<file path="config.mk">
export PLATFORM = sky130hd
export DESIGN_NAME = pt_axi4lite_arb2
export DESIGN_NICKNAME = d
export VERILOG_FILES = /design/src/rtl/pt_axi4lite_arb2.sv
export SDC_FILE = /design/constraint.sdc
export NUM_CORES = 1
export LEC_CHECK = 0
export CORE_AREA = 5 5 253 255
export DETAILED_ROUTE_END_ITERATION = 12
export DIE_AREA = 0 0 258 260
export PLACE_DENSITY = 0.43
export SYNTH_ARGS = -nofsm -noshare
export SYNTH_HDL_FRONTEND = slang
export SYNTH_HIERARCHICAL = 1
export SYNTH_SLANG_ARGS = --single-unit
</file>
<file path="constraint.sdc">
create_clock -name i_clk -period 3.6 [get_ports i_clk]
set_input_delay 1.08 -clock i_clk [delete_from_list [all_inputs] [get_ports i_clk]]
set_output_delay 1.08 -clock i_clk [all_outputs]
set_load 0.01 [all_outputs]
</file>
<file path="src/rtl/pt_axi4lite_arb2.sv">
// Two-master to one-slave AXI4-Lite arbiter with round-robin grant per channel,
// registered downstream request slots and ID FIFOs that steer B/R back to the issuer.

module pt_axi4lite_arb2_idfifo #(
  parameter int DEPTH = 4
) (
  input  logic i_clk,
  input  logic i_rst_n,
  input  logic push,
  input  logic din,
  input  logic pop,
  output logic head,
  output logic full,
  output logic empty
);
  localparam int AW = $clog2(DEPTH);

  logic [DEPTH-1:0] mem;
  logic [AW-1:0]    wr_ptr, rd_ptr;
  logic [AW:0]      cnt;

  always_ff @(posedge i_clk or negedge i_rst_n) begin
    if (!i_rst_n) begin
      mem    <= '0;
      wr_ptr <= '0;
      rd_ptr <= '0;
      cnt    <= '0;
    end else begin
      if (push) begin
        mem[wr_ptr] <= din;
        wr_ptr      <= wr_ptr + AW'(1);
      end
      if (pop) rd_ptr <= rd_ptr + AW'(1);
      // push and pop together leave the level unchanged, even when full
      case ({push, pop})
        2'b10:   cnt <= cnt + (AW+1)'(1);
        2'b01:   cnt <= cnt - (AW+1)'(1);
        default: cnt <= cnt;
      endcase
    end
  end

  assign head  = mem[rd_ptr];
  assign full  = (cnt == (AW+1)'(DEPTH));
  assign empty = (cnt == '0);
endmodule

module pt_axi4lite_arb2 #(
  parameter  int AXI_ADDR_W  = 32,
  parameter  int DATA_W      = 64,
  parameter  int OUTSTANDING = 4,
  localparam int STRB_W      = DATA_W / 8,
  localparam int PROT_W      = 3,
  localparam int RESP_W      = 2
) (
  input  logic                             i_clk,
  input  logic                             i_rst_n,
  input  logic [1:0][AXI_ADDR_W-1:0]       i_m_awaddr,
  input  logic [1:0][PROT_W-1:0]           i_m_awprot,
  input  logic [1:0]                       i_m_awvalid,
  output logic [1:0]                       o_m_awready,
  input  logic [1:0][DATA_W-1:0]           i_m_wdata,
  input  logic [1:0][STRB_W-1:0]           i_m_wstrb,
  input  logic [1:0]                       i_m_wvalid,
  output logic [1:0]                       o_m_wready,
  output logic [1:0][RESP_W-1:0]           o_m_bresp,
  output logic [1:0]                       o_m_bvalid,
  input  logic [1:0]                       i_m_bready,
  input  logic [1:0][AXI_ADDR_W-1:0]       i_m_araddr,
  input  logic [1:0][PROT_W-1:0]           i_m_arprot,
  input  logic [1:0]                       i_m_arvalid,
  output logic [1:0]                       o_m_arready,
  output logic [1:0][DATA_W-1:0]           o_m_rdata,
  output logic [1:0][RESP_W-1:0]           o_m_rresp,
  output logic [1:0]                       o_m_rvalid,
  input  logic [1:0]                       i_m_rready,
  output logic [AXI_ADDR_W-1:0]            o_awaddr,
  output logic [PROT_W-1:0]                o_awprot,
  output logic                             o_awvalid,
  input  logic                             i_awready,
  output logic [DATA_W-1:0]                o_wdata,
  output logic [STRB_W-1:0]                o_wstrb,
  output logic                             o_wvalid,
  input  logic                             i_wready,
  input  logic [RESP_W-1:0]                i_bresp,
  input  logic                             i_bvalid,
  output logic                             o_bready,
  output logic [AXI_ADDR_W-1:0]            o_araddr,
  output logic [PROT_W-1:0]                o_arprot,
  output logic                             o_arvalid,
  input  logic                             i_arready,
  input  logic [DATA_W-1:0]                i_rdata,
  input  logic [RESP_W-1:0]                i_rresp,
  input  logic                             i_rvalid,
  output logic                             o_rready
);
  logic       w_ptr, r_ptr;
  logic [1:0] w_elig, r_elig;
  logic       w_idx, r_idx, w_gnt, r_gnt;
  logic       wf_head, wf_full, wf_empty, wf_pop;
  logic       rf_head, rf_full, rf_empty, rf_pop;

  // Write arbitration: AW and W of one master are always taken together
  assign w_elig = i_m_awvalid & i_m_wvalid;
  assign w_idx  = (&w_elig) ? w_ptr : w_elig[1];
  assign w_gnt  = i_rst_n && (|w_elig) && (!o_awvalid || i_awready) &&
                  (!o_wvalid || i_wready) && !wf_full;

  assign o_m_awready = w_gnt ? (w_idx ? 2'b10 : 2'b01) : 2'b00;
  assign o_m_wready  = o_m_awready;

  assign r_elig = i_m_arvalid;
  assign r_idx  = (&r_elig) ? r_ptr : r_elig[1];
  assign r_gnt  = i_rst_n && (|r_elig) && (!o_arvalid || i_arready) && !rf_full;

  assign o_m_arready = r_gnt ? (r_idx ? 2'b10 : 2'b01) : 2'b00;

  always_ff @(posedge i_clk or negedge i_rst_n) begin
    if (!i_rst_n) begin
      w_ptr     <= 1'b0;
      r_ptr     <= 1'b0;
      o_awvalid <= 1'b0;
      o_awaddr  <= '0;
      o_awprot  <= '0;
      o_wvalid  <= 1'b0;
      o_wdata   <= '0;
      o_wstrb   <= '0;
      o_arvalid <= 1'b0;
      o_araddr  <= '0;
      o_arprot  <= '0;
    end else begin
      if (w_gnt) begin
        w_ptr     <= ~w_idx;
        o_awvalid <= 1'b1;
        o_awaddr  <= i_m_awaddr[w_idx];
        o_awprot  <= i_m_awprot[w_idx];
        o_wvalid  <= 1'b1;
        o_wdata   <= i_m_wdata[w_idx];
        o_wstrb   <= i_m_wstrb[w_idx];
      end else begin
        // the two write slots drain independently
        if (i_awready) o_awvalid <= 1'b0;
        if (i_wready)  o_wvalid  <= 1'b0;
      end
      if (r_gnt) begin
        r_ptr     <= ~r_idx;
        o_arvalid <= 1'b1;
        o_araddr  <= i_m_araddr[r_idx];
        o_arprot  <= i_m_arprot[r_idx];
      end else if (i_arready) begin
        o_arvalid <= 1'b0;
      end
    end
  end

  pt_axi4lite_arb2_idfifo #(.DEPTH(OUTSTANDING)) u_wfifo (
    .i_clk(i_clk), .i_rst_n(i_rst_n), .push(w_gnt), .din(w_idx), .pop(wf_pop),
    .head(wf_head), .full(wf_full), .empty(wf_empty)
  );

  pt_axi4lite_arb2_idfifo #(.DEPTH(OUTSTANDING)) u_rfifo (
    .i_clk(i_clk), .i_rst_n(i_rst_n), .push(r_gnt), .din(r_idx), .pop(rf_pop),
    .head(rf_head), .full(rf_full), .empty(rf_empty)
  );

  // Responses with nothing outstanding are never accepted nor shown upstream
  assign o_bready   = !wf_empty && i_m_bready[wf_head];
  assign wf_pop     = i_bvalid && o_bready;
  assign o_m_bvalid = (!wf_empty && i_bvalid) ? (wf_head ? 2'b10 : 2'b01) : 2'b00;
  assign o_m_bresp  = wf_empty ? '0 : {2{i_bresp}};

  assign o_rready   = !rf_empty && i_m_rready[rf_head];
  assign rf_pop     = i_rvalid && o_rready;
  assign o_m_rvalid = (!rf_empty && i_rvalid) ? (rf_head ? 2'b10 : 2'b01) : 2'b00;
  assign o_m_rdata  = rf_empty ? '0 : {2{i_rdata}};
  assign o_m_rresp  = rf_empty ? '0 : {2{i_rresp}};
endmodule

</file>
==> impl_table.tex, run 1 <==
\begin{tabular}{lr}
\hline
Metric & Value \\
\hline
\multicolumn{2}{l}{\textbf{Detailed routing}} \\
\quad Highest routed metal layer & met5 \\
\quad Post-detailed-route wirelength per cell & 23.6 µm \\
\quad Detailed-router iteration count before antenna repair & 5 \\
\quad Via density per instance & 4.58 \\
\quad Drt initial violations & 738 \\
\quad DRT met1 WL & 24,900 µm \\
\quad Total via count in the routed design & 11,300 \\
\quad Met3 Routed Length & 3580 µm \\
\quad Number of remaining DRC errors & 0 \\
\quad Met2 WL & 28,500 µm \\
\quad Antenna Violating Nets Remaining & 0 \\
\quad Routed Wire Length & 57,900 µm \\
\multicolumn{2}{l}{\textbf{STA}} \\
\quad Final min period & 3610 ps \\
\quad Final worst path period share & 1.00 \\
\quad Final count of hold timing violations & 0 \\
\quad Min setup slack post-route & -8.16 ps \\
\quad Clock skew & 11.3 ps \\
\quad Slew @ Worst Pin & 858 ps \\
\quad Slew Limit Headroom & 0.428 \\
\quad RSZ-0062 raised after global routing & no \\
\quad Max Fclk & 277 MHz \\
\quad Number of setup violations in the final report & 1 \\
\quad Slew Viols, Final & 0 \\
\multicolumn{2}{l}{\textbf{Layout}} \\
\quad Area overhead of the layout relative to synthesis & 72.3\% \\
\quad Most common library cell in the layout ignoring fill and taps & sky130\_fd\_sc\_hd\_\_clkdlybuf4s50\_1 \\
\quad Most frequent cells in the layout & 640 x sky130\_fd\_sc\_hd\_\_clkdlybuf4s50\_1, 249 x sky130\_fd\_sc\_hd\_\_nand3b\_1, 169 x sky130\_fd\_sc\_hd\_\_dfrtp\_1 \\
\quad Number of nets in the layout & 2,029 \\
\quad Multi-input logic area & 5350 µm² \\
\quad Register area & 4230 µm² \\
\quad Filler Cell Count & 6,413 \\
\quad Share of layout cells above drive strength 1 & 0.0765 \\
\quad Cell Count, Final, Fillers Out & 2,456 \\
\multicolumn{2}{l}{\textbf{Floorplan}} \\
\quad Die ar. & 67,100 µm² \\
\quad Number of top-level pins & 662 \\
\quad Die W & 258 µm \\
\quad Starting density of the core & 0.174 \\
\quad Area of the core & 61,400 µm² \\
\quad Die Height & 260 µm \\
\quad Site row count & 91 \\
\multicolumn{2}{l}{\textbf{Synth}} \\
\quad Top cell type by total area after synthesis & sky130\_fd\_sc\_hd\_\_dfrtp\_1 \\
\quad Synth Area per Inst & 9.58 µm² \\
\quad Leading post-synthesis cells by cell area & sky130\_fd\_sc\_hd\_\_dfrtp\_1 40\%, sky130\_fd\_sc\_hd\_\_nand3b\_1 17\%, sky130\_fd\_sc\_hd\_\_a2bb2oi\_1 8.8\% \\
\quad Synth Area in Compound Gates & 0.211 \\
\quad Post-synth top area share & 0.396 \\
\quad Count of flip-flops with a built-in enable after synthesis & 0 \\
\quad Most used flip-flop cell after synthesis & sky130\_fd\_sc\_hd\_\_dfrtp\_1 \\
\quad XOR/XNOR share of the synthesized area & 0.00983 \\
\quad Number of nets in the synthesized netlist & 1,497 \\
\quad Synthesized-area fraction occupied by adder cells & 0.0155 \\
\quad Cells after Synth & 1,116 \\
\quad Synth Register Bits & 169 \\
\quad Cell Area, Synth & 10,700 µm² \\
\quad Unique masters post-synth & 34 \\
\quad Simple-gate share of the synthesized area & 0.239 \\
\quad Ys async rst share & 1.00 \\
\quad Part of the Yosys area used for sequential elements & 0.396 \\
\quad Main combinational cell family by area after synthesis & simple AND/OR/NAND/NOR gates \\
\quad Multiplexer share of the synthesized area & 0.0184 \\
\quad Count of synthesis-stage warnings from yosys & 6 \\
\multicolumn{2}{l}{\textbf{Worst setup path}} \\
\quad Crit Path Category & in2out \\
\quad Slowest library cell on the worst path & sky130\_fd\_sc\_hd\_\_clkdlybuf4s50\_1 \\
\quad Worst-case register-to-register setup slack & 720 ps \\
\quad Critical Path AT & 2530 ps \\
\quad Critical Path Max Stage Delay & 640 ps \\
\quad List of cells traversed by the critical path & clkdlybuf4s50\_1 > nor2b\_1 > clkdlybuf4s50\_1 \\
\quad Top delay family on crit path & buffers and inverters \\
\quad Kind of capture point of the worst setup path & primary output \\
\quad Crit-path max FO & 2 \\
\quad CP Launch Type & input pin \\
\quad CP dominant cell by count & sky130\_fd\_sc\_hd\_\_clkdlybuf4s50\_1 \\
\quad Worst path required time & 2520 ps \\
\quad Buffers \& Inverters on Critical Path & 2 \\
\multicolumn{2}{l}{\textbf{Power and ir drop}} \\
\quad Clock power frac & 0.172 \\
\quad Relative contribution of sequential cells to total power & 0.280 \\
\quad Gate power share & 0.548 \\
\quad Share of total power consumed by net switching & 0.369 \\
\quad Standby leakage power & 6.81 nW \\
\quad Largest voltage drop on the vdd net & 0.367 mV \\
\quad P\_int & 0.00763 W \\
\quad Reported net switching power & 0.00447 W \\
\quad Cell area power density & 657 nW/µm² \\
\multicolumn{2}{l}{\textbf{Global route}} \\
\quad Pin count of the biggest net entering global routing & 117 \\
\quad Total overflow reported by the global router & 0 \\
\quad Via count of the first global-routing pass & 11,500 \\
\quad First-pass GRT wire length & 82,500 µm \\
\quad Overall track demand over capacity in global routing & 0.163 \\
\quad Initial antenna violation count & 4 \\
\multicolumn{2}{l}{\textbf{Clock tree}} \\
\quad Maximum buffer depth of the clock tree & 2 \\
\quad Hold buffer count at cts & 0 \\
\quad Number of H-tree branching levels & 4 \\
\quad Root buf cell & sky130\_fd\_sc\_hd\_\_clkbuf\_16 \\
\quad Cts bufs inserted & 17 \\
\quad Clock transition at path regs & 70 ps \\
\quad Later-pin clock latency in the skew report & 470 ps \\
\quad Sinks on Clock Net & 169 \\
\quad Clock tree from TritonCTS & built \\
\multicolumn{2}{l}{\textbf{Placed design}} \\
\quad Global placer's final weighted congestion & 0.824 \\
\quad Cell Count Post-Placement & 2,414 \\
\quad Setup Slack @ Placement & -355 ps \\
\quad \# port buffers & 661 \\
\quad Total half-perimeter wirelength after legalization and detailed placement & 41,600 µm \\
\multicolumn{2}{l}{\textbf{Flow run}} \\
\quad Max Cap Viol & 0 \\
\multicolumn{2}{l}{\textbf{Worst hold path}} \\
\quad Hold/Removal Path Class & reg2reg \\
\multicolumn{2}{l}{\textbf{Status}} \\
\quad Violated checks & negative setup slack \\
\quad Status & complete, but fails checks \\
\hline
\end{tabular}
[power by group through the flow]
stage	clock network, W	registers [W]	logic, W
detailed placement	0	0.00342	0.00664
finish	0.00208	0.00339	0.00663
global route	0.00222	0.00351	0.00701
global placement	0	0.00339	0.00665
CTS	0.00217	0.00340	0.00668
floorplan	0	0.00373	0.00251
[sequential cells by signal, indices dropped and copies added (netlist names), 2 cells and up]
register,count
u_rfifo/rd_ptr,2
o_wdata,64
o_awaddr,32
u_wfifo/cnt,3
u_rfifo/cnt,3
u_wfifo/rd_ptr,2
o_awprot,3
o_araddr,32
u_rfifo/wr_ptr,2
o_arprot,3
u_rfifo/mem,4
u_wfifo/wr_ptr,2
u_wfifo/mem,4
o_wstrb,8
[cell type report]
class                      count  share of cell area
antenna                        5            0.000679
tap                          790              0.0537
timing repair buffer         716               0.388
clock buffer                  22              0.0263
inverter                      16             0.00326
clock inverter                10             0.00836
multi-input combinational    728               0.290
sequential                   169               0.230
[synth_stat cells (2+ instances only)]
master	number
sky130_fd_sc_hd__buf_4	75
sky130_fd_sc_hd__mux4_2	2
sky130_fd_sc_hd__or2_1	3
sky130_fd_sc_hd__nor2_1	7
sky130_fd_sc_hd__nand2_1	16
sky130_fd_sc_hd__xnor2_1	4
sky130_fd_sc_hd__clkbuf_1	96
sky130_fd_sc_hd__nand2b_1	3
sky130_fd_sc_hd__mux2i_1	5
sky130_fd_sc_hd__buf_2	19
sky130_fd_sc_hd__nor3b_1	2
sky130_fd_sc_hd__o22ai_1	107
sky130_fd_sc_hd__a2bb2oi_1	107
sky130_fd_sc_hd__inv_2	3
sky130_fd_sc_hd__fa_1	2
sky130_fd_sc_hd__and2_1	3
sky130_fd_sc_hd__mux2_2	8
sky130_fd_sc_hd__ha_1	10
sky130_fd_sc_hd__buf_1	6
sky130_fd_sc_hd__dfrtp_1	169
sky130_fd_sc_hd__inv_1	13
sky130_fd_sc_hd__nor3_1	2
sky130_fd_sc_hd__a31oi_1	70
sky130_fd_sc_hd__buf_6	7
sky130_fd_sc_hd__and3b_1	3
sky130_fd_sc_hd__o21ai_0	37
sky130_fd_sc_hd__nand3b_1	249
sky130_fd_sc_hd__nor2b_1	73
sky130_fd_sc_hd__xor2_1	8
sky130_fd_sc_hd__and3_1	3
[path summary, 6_finish.rpt]
check	from	to	cells after the start
worst max-delay path	i_rdata[53]	o_m_rdata[117]	3
worst min-delay path	u_wfifo/rd_ptr[1]$_DFFE_PN0P_	u_wfifo/rd_ptr[1]$_DFFE_PN0P_	1
worst max register to register	u_rfifo/rd_ptr[0]$_DFFE_PN0P_	u_rfifo/cnt[2]$_DFFE_PN0P_	10
worst min register to register	u_wfifo/rd_ptr[1]$_DFFE_PN0P_	u_wfifo/rd_ptr[1]$_DFFE_PN0P_	1
max in group asynchronous	i_rst_n	u_rfifo/cnt[2]$_DFFE_PN0P_	3
min in group asynchronous	i_rst_n	o_wdata[59]$_DFFE_PN0P_	2
[kinds of logic after synthesis]
logic type	count (synthesis)
AND/OR/NAND/NOR	366
AO/OA/AOI/OAI	322
buffers and inverters	219
flip-flops	169
multiplexers	16
XOR/XNOR	12
adder cells (fa/ha/maj)	12
[layer usage]
metal  vias up  GRT usage
li1       5134          -
met1      5671      0.215
met2       405      0.266
met3        44     0.0387
met4         2     0.0470
met5         -          0
[per-stage QoR]
stage                     area, µm²  total power, W   util  TNS [ps]  hold WS, ps
after floorplan               10700         0.00624      -         0          453
after global placement        17700          0.0100  0.288     -1390          470
after detailed placement      17700          0.0101  0.288     -1650          477
after CTS                     18400          0.0123  0.299     -3.09          486
after global routing          18400          0.0128  0.300         0          492
final                         18400          0.0121  0.300     -8.16          480
[what timing repair did]
item	4_1_cts	5_1_grt
pin swaps	3	1
hold endpoints to repair	0	0
endpoints found under the setup margin	8	5
buffers inserted	4	1
gates resized for setup	19	6
Power figures use the tool's default switching activity.
==> inputs of run 2 (changes only) <==
- CTS_BUF_LIST: unset -> sky130_fd_sc_hd__clkbuf_8
- CTS_CLUSTER_SIZE: unset -> 12
==> run 2 against run 1 <==
The flow still finishes with violations (negative setup slack). Cell count about the same. Largest cell class unchanged. Highest routed layer unchanged. Register-to-register slack got worse by 100 ps. Non-clock buffer count rose by 3. Clock power down 22%. Clock skew rose by 5.0 ps. Core utilization is 0.25 points lower.
==> impl_table.tex, run 2 (same netlist as run 1, synthesis figures left out) <==
\begin{tabular}{lr}
\hline
Metric & Value \\
\hline
\multicolumn{2}{l}{\textbf{Status}} \\
\quad Status & complete, but fails checks (unchanged) \\
\quad Violated checks & negative setup slack (unchanged) \\
\multicolumn{2}{l}{\textbf{Clock tree}} \\
\quad Clock tree from TritonCTS & built (unchanged) \\
\quad Clock transition at path regs & 90 ps (was 70 ps) \\
\quad Cts bufs inserted & 17 (unchanged) \\
\quad Sinks on Clock Net & 169 (unchanged) \\
\quad Root buf cell & sky130\_fd\_sc\_hd\_\_clkbuf\_8 (was sky130\_fd\_sc\_hd\_\_clkbuf\_16) \\
\quad Maximum buffer depth of the clock tree & 2 (unchanged) \\
\quad Later-pin clock latency in the skew report & 540 ps (was 470 ps) \\
\quad Number of H-tree branching levels & 4 (unchanged) \\
\multicolumn{2}{l}{\textbf{Global route}} \\
\quad Via count of the first global-routing pass & 11,500 (about the same) \\
\quad First-pass GRT wire length & 82,400 µm (was 82,500 µm) \\
\quad Initial antenna violation count & 5 (was 4) \\
\quad Total overflow reported by the global router & 0 (unchanged) \\
\quad Pin count of the biggest net entering global routing & 117 (unchanged) \\
\quad Overall track demand over capacity in global routing & 0.163 (about the same) \\
\multicolumn{2}{l}{\textbf{STA}} \\
\quad Clock skew & 16.3 ps (was 11.3 ps) \\
\quad Number of setup violations in the final report & 1 (unchanged) \\
\quad Slew @ Worst Pin & 851 ps (was 858 ps) \\
\quad Min setup slack post-route & -8.29 ps (was -8.16 ps) \\
\quad Final worst path period share & 1.00 (about the same) \\
\quad Final count of hold timing violations & 0 (unchanged) \\
\quad Final min period & 3610 ps (about the same) \\
\quad Slew Limit Headroom & 0.433 (was 0.428) \\
\quad Setup\_tns & -8.29 ps (was -8.16 ps) \\
\quad Max Fclk & 277 MHz (about the same) \\
\quad RSZ-0062 raised after global routing & no (unchanged) \\
\quad Slew Viols, Final & 0 (unchanged) \\
\multicolumn{2}{l}{\textbf{Detailed routing}} \\
\quad Detailed-router iteration count before antenna repair & 5 (unchanged) \\
\quad Drt initial violations & 749 (was 738) \\
\quad Number of remaining DRC errors & 0 (unchanged) \\
\quad Antenna Violating Nets Remaining & 0 (unchanged) \\
\quad Post-detailed-route wirelength per cell & 23.6 µm (about the same) \\
\quad Total via count in the routed design & 11,300 (about the same) \\
\quad Routed Wire Length & 57,900 µm (about the same) \\
\quad Via density per instance & 4.59 (was 4.58) \\
\multicolumn{2}{l}{\textbf{Layout}} \\
\quad Largest register by flop count & o\_wdata (unchanged) \\
\quad Most common library cell in the layout ignoring fill and taps & sky130\_fd\_sc\_hd\_\_clkdlybuf4s50\_1 (unchanged) \\
\quad Largest register FFs & 64 (unchanged) \\
\quad Most frequent cells in the layout & 639 x sky130\_fd\_sc\_hd\_\_clkdlybuf4s50\_1, 249 x sky130\_fd\_sc\_hd\_\_nand3b\_1, 169 x sky130\_fd\_sc\_hd\_\_dfrtp\_1 (was 640 x sky130\_fd\_sc\_hd\_\_clkdlybuf4s50\_1, 249 x sky130\_fd\_sc\_hd\_\_nand3b\_1, 169 x sky130\_fd\_sc\_hd\_\_dfrtp\_1) \\
\quad Share of layout cells above drive strength 1 & 0.0781 (was 0.0765) \\
\quad Cell Count, Final, Fillers Out & 2,458 (was 2,456) \\
\quad Cell area after layout & 18,300 µm² (was 18,400 µm²) \\
\quad Area overhead of the layout relative to synthesis & 70.9\% (was 72.3\%) \\
\quad Biggest regs & o\_wdata x64, o\_araddr x32, o\_awaddr x32 (unchanged) \\
\quad Number of nets in the layout & 2,032 (was 2,029) \\
\multicolumn{2}{l}{\textbf{Floorplan}} \\
\quad Area of the core & 61,400 µm² (unchanged) \\
\quad Die W & 258 µm (unchanged) \\
\quad Number of top-level pins & 662 (unchanged) \\
\quad Starting density of the core & 0.174 (unchanged) \\
\quad Site row count & 91 (unchanged) \\
\quad Die ar. & 67,100 µm² (unchanged) \\
\quad Die Height & 260 µm (unchanged) \\
\multicolumn{2}{l}{\textbf{Worst setup path}} \\
\quad RR Startpoint & u\_rfifo/rd\_ptr[0]\$\_DFFE\_PN0P\_ (unchanged) \\
\quad Worst path required time & 2520 ps (about the same) \\
\quad Slowest library cell on the worst path & sky130\_fd\_sc\_hd\_\_clkdlybuf4s50\_1 (unchanged) \\
\quad Path depth of the worst reg2reg path & 11 (was 10) \\
\quad Top delay family on crit path & buffers and inverters (unchanged) \\
\quad List of cells traversed by the critical path & clkdlybuf4s50\_1 > nor2b\_1 > clkdlybuf4s50\_1 (unchanged) \\
\quad Capture instance of the worst register-to-register path & u\_rfifo/cnt[2]\$\_DFFE\_PN0P\_ (unchanged) \\
\quad CP Launch Type & input pin (unchanged) \\
\quad Worst-case register-to-register setup slack & 620 ps (was 720 ps) \\
\quad Critical Path AT & 2530 ps (about the same) \\
\quad Kind of capture point of the worst setup path & primary output (unchanged) \\
\quad Critical Path Max Stage Delay & 640 ps (about the same) \\
\quad Buffers \& Inverters on Critical Path & 2 (unchanged) \\
\quad Crit-path max FO & 2 (unchanged) \\
\quad Crit Path Category & in2out (unchanged) \\
\quad CP dominant cell by count & sky130\_fd\_sc\_hd\_\_clkdlybuf4s50\_1 (unchanged) \\
\multicolumn{2}{l}{\textbf{Worst hold path}} \\
\quad Hold Path End & u\_wfifo/rd\_ptr[1]\$\_DFFE\_PN0P\_ (unchanged) \\
\quad Worst hold stages & 1 (unchanged) \\
\quad Startpoint of the lowest-slack hold path & u\_wfifo/rd\_ptr[1]\$\_DFFE\_PN0P\_ (unchanged) \\
\quad Hold/Removal Path Class & reg2reg (unchanged) \\
\multicolumn{2}{l}{\textbf{Placed design}} \\
\quad Placed cell area & 17,700 µm² (unchanged) \\
\quad Total half-perimeter wirelength after legalization and detailed placement & 41,600 µm (unchanged) \\
\quad Cell Count Post-Placement & 2,414 (unchanged) \\
\quad \# port buffers & 661 (unchanged) \\
\quad Global placer's final weighted congestion & 0.824 (unchanged) \\
\multicolumn{2}{l}{\textbf{Flow run}} \\
\quad Max Cap Viol & 0 (unchanged) \\
\multicolumn{2}{l}{\textbf{Power and ir drop}} \\
\quad Cell area power density & 640 nW/µm² (was 657 nW/µm²) \\
\quad Largest voltage drop on the vdd net & 0.256 mV (was 0.367 mV) \\
\quad Standby leakage power & 6.75 nW (was 6.81 nW) \\
\hline
\end{tabular}
## run 2: layer usage
layer  part of all wire  track usage  up-vias
met1               0.43        0.214     5681
met4              0.019       0.0504        2
met3              0.063       0.0383       51
met5            0.00022            0        -
li1                   -            -     5139
met2               0.49        0.265      417
## run 2: layout make-up
| class | instances | area [µm²] |
|---|---|---|
| Fill cell | 6432 | 43100 |
| Timing Repair Buffer | 719 | 7180 |
| Multi-Input combinational cell | 728 | 5350 |
| Sequential cell | 169 | 4230 |
| Tap cell | 790 | 988 |
| Clock buffer | 21 | 289 |
| Clock inverter | 11 | 158 |
| Inverter | 16 | 60.1 |
| Antenna cell | 4 | 10.0 |
## run 2: worst max-delay path by stage
stage | slack, ps | depth (start not counted) | to | from
after floorplan | 120 | 6 | o_m_wready[0] | i_m_awvalid[0]
after global placement | -300 | 6 | o_m_wready[0] | i_awready
after detailed placement | -360 | 6 | o_m_wready[0] | i_awready
after CTS | -2 | 7 | o_m_wready[0] | i_awready
after global routing | 7 | 3 | o_m_rdata[79] | i_rdata[15]
final | -8 | 3 | o_m_rdata[117] | i_rdata[53]
## run 2: power breakdown
group          internal, W  leakage [nW]  total, W  switching, W
Clock             0.000772         0.231   0.00162      0.000846
Sequential         0.00282          1.88   0.00338      0.000555
Combinational      0.00367          4.65   0.00669       0.00302
## run 2: what timing repair did
| item | 4_1_cts | 5_1_grt |
|---|---|---|
| resized for setup | 22 | 5 |
| hold buffers | 0 | 0 |
| setup endpoints to repair | 9 | 5 |
| pin swaps | 3 | 1 |
| setup buffers | 7 | 1 |
## run 2: stage by stage
stage	total power (W)	util	hold WS [ps]	worst slack, ps
2_1_floorplan	0.00624	-	453	124
3_3_place_gp	0.0100	0.288	470	-303
3_5_place_dp	0.0101	0.288	477	-355
4_1_cts	0.0118	0.297	491	-1.87
5_1_grt	0.0123	0.298	497	7.23
6_report	0.0117	0.298	484	-8.29
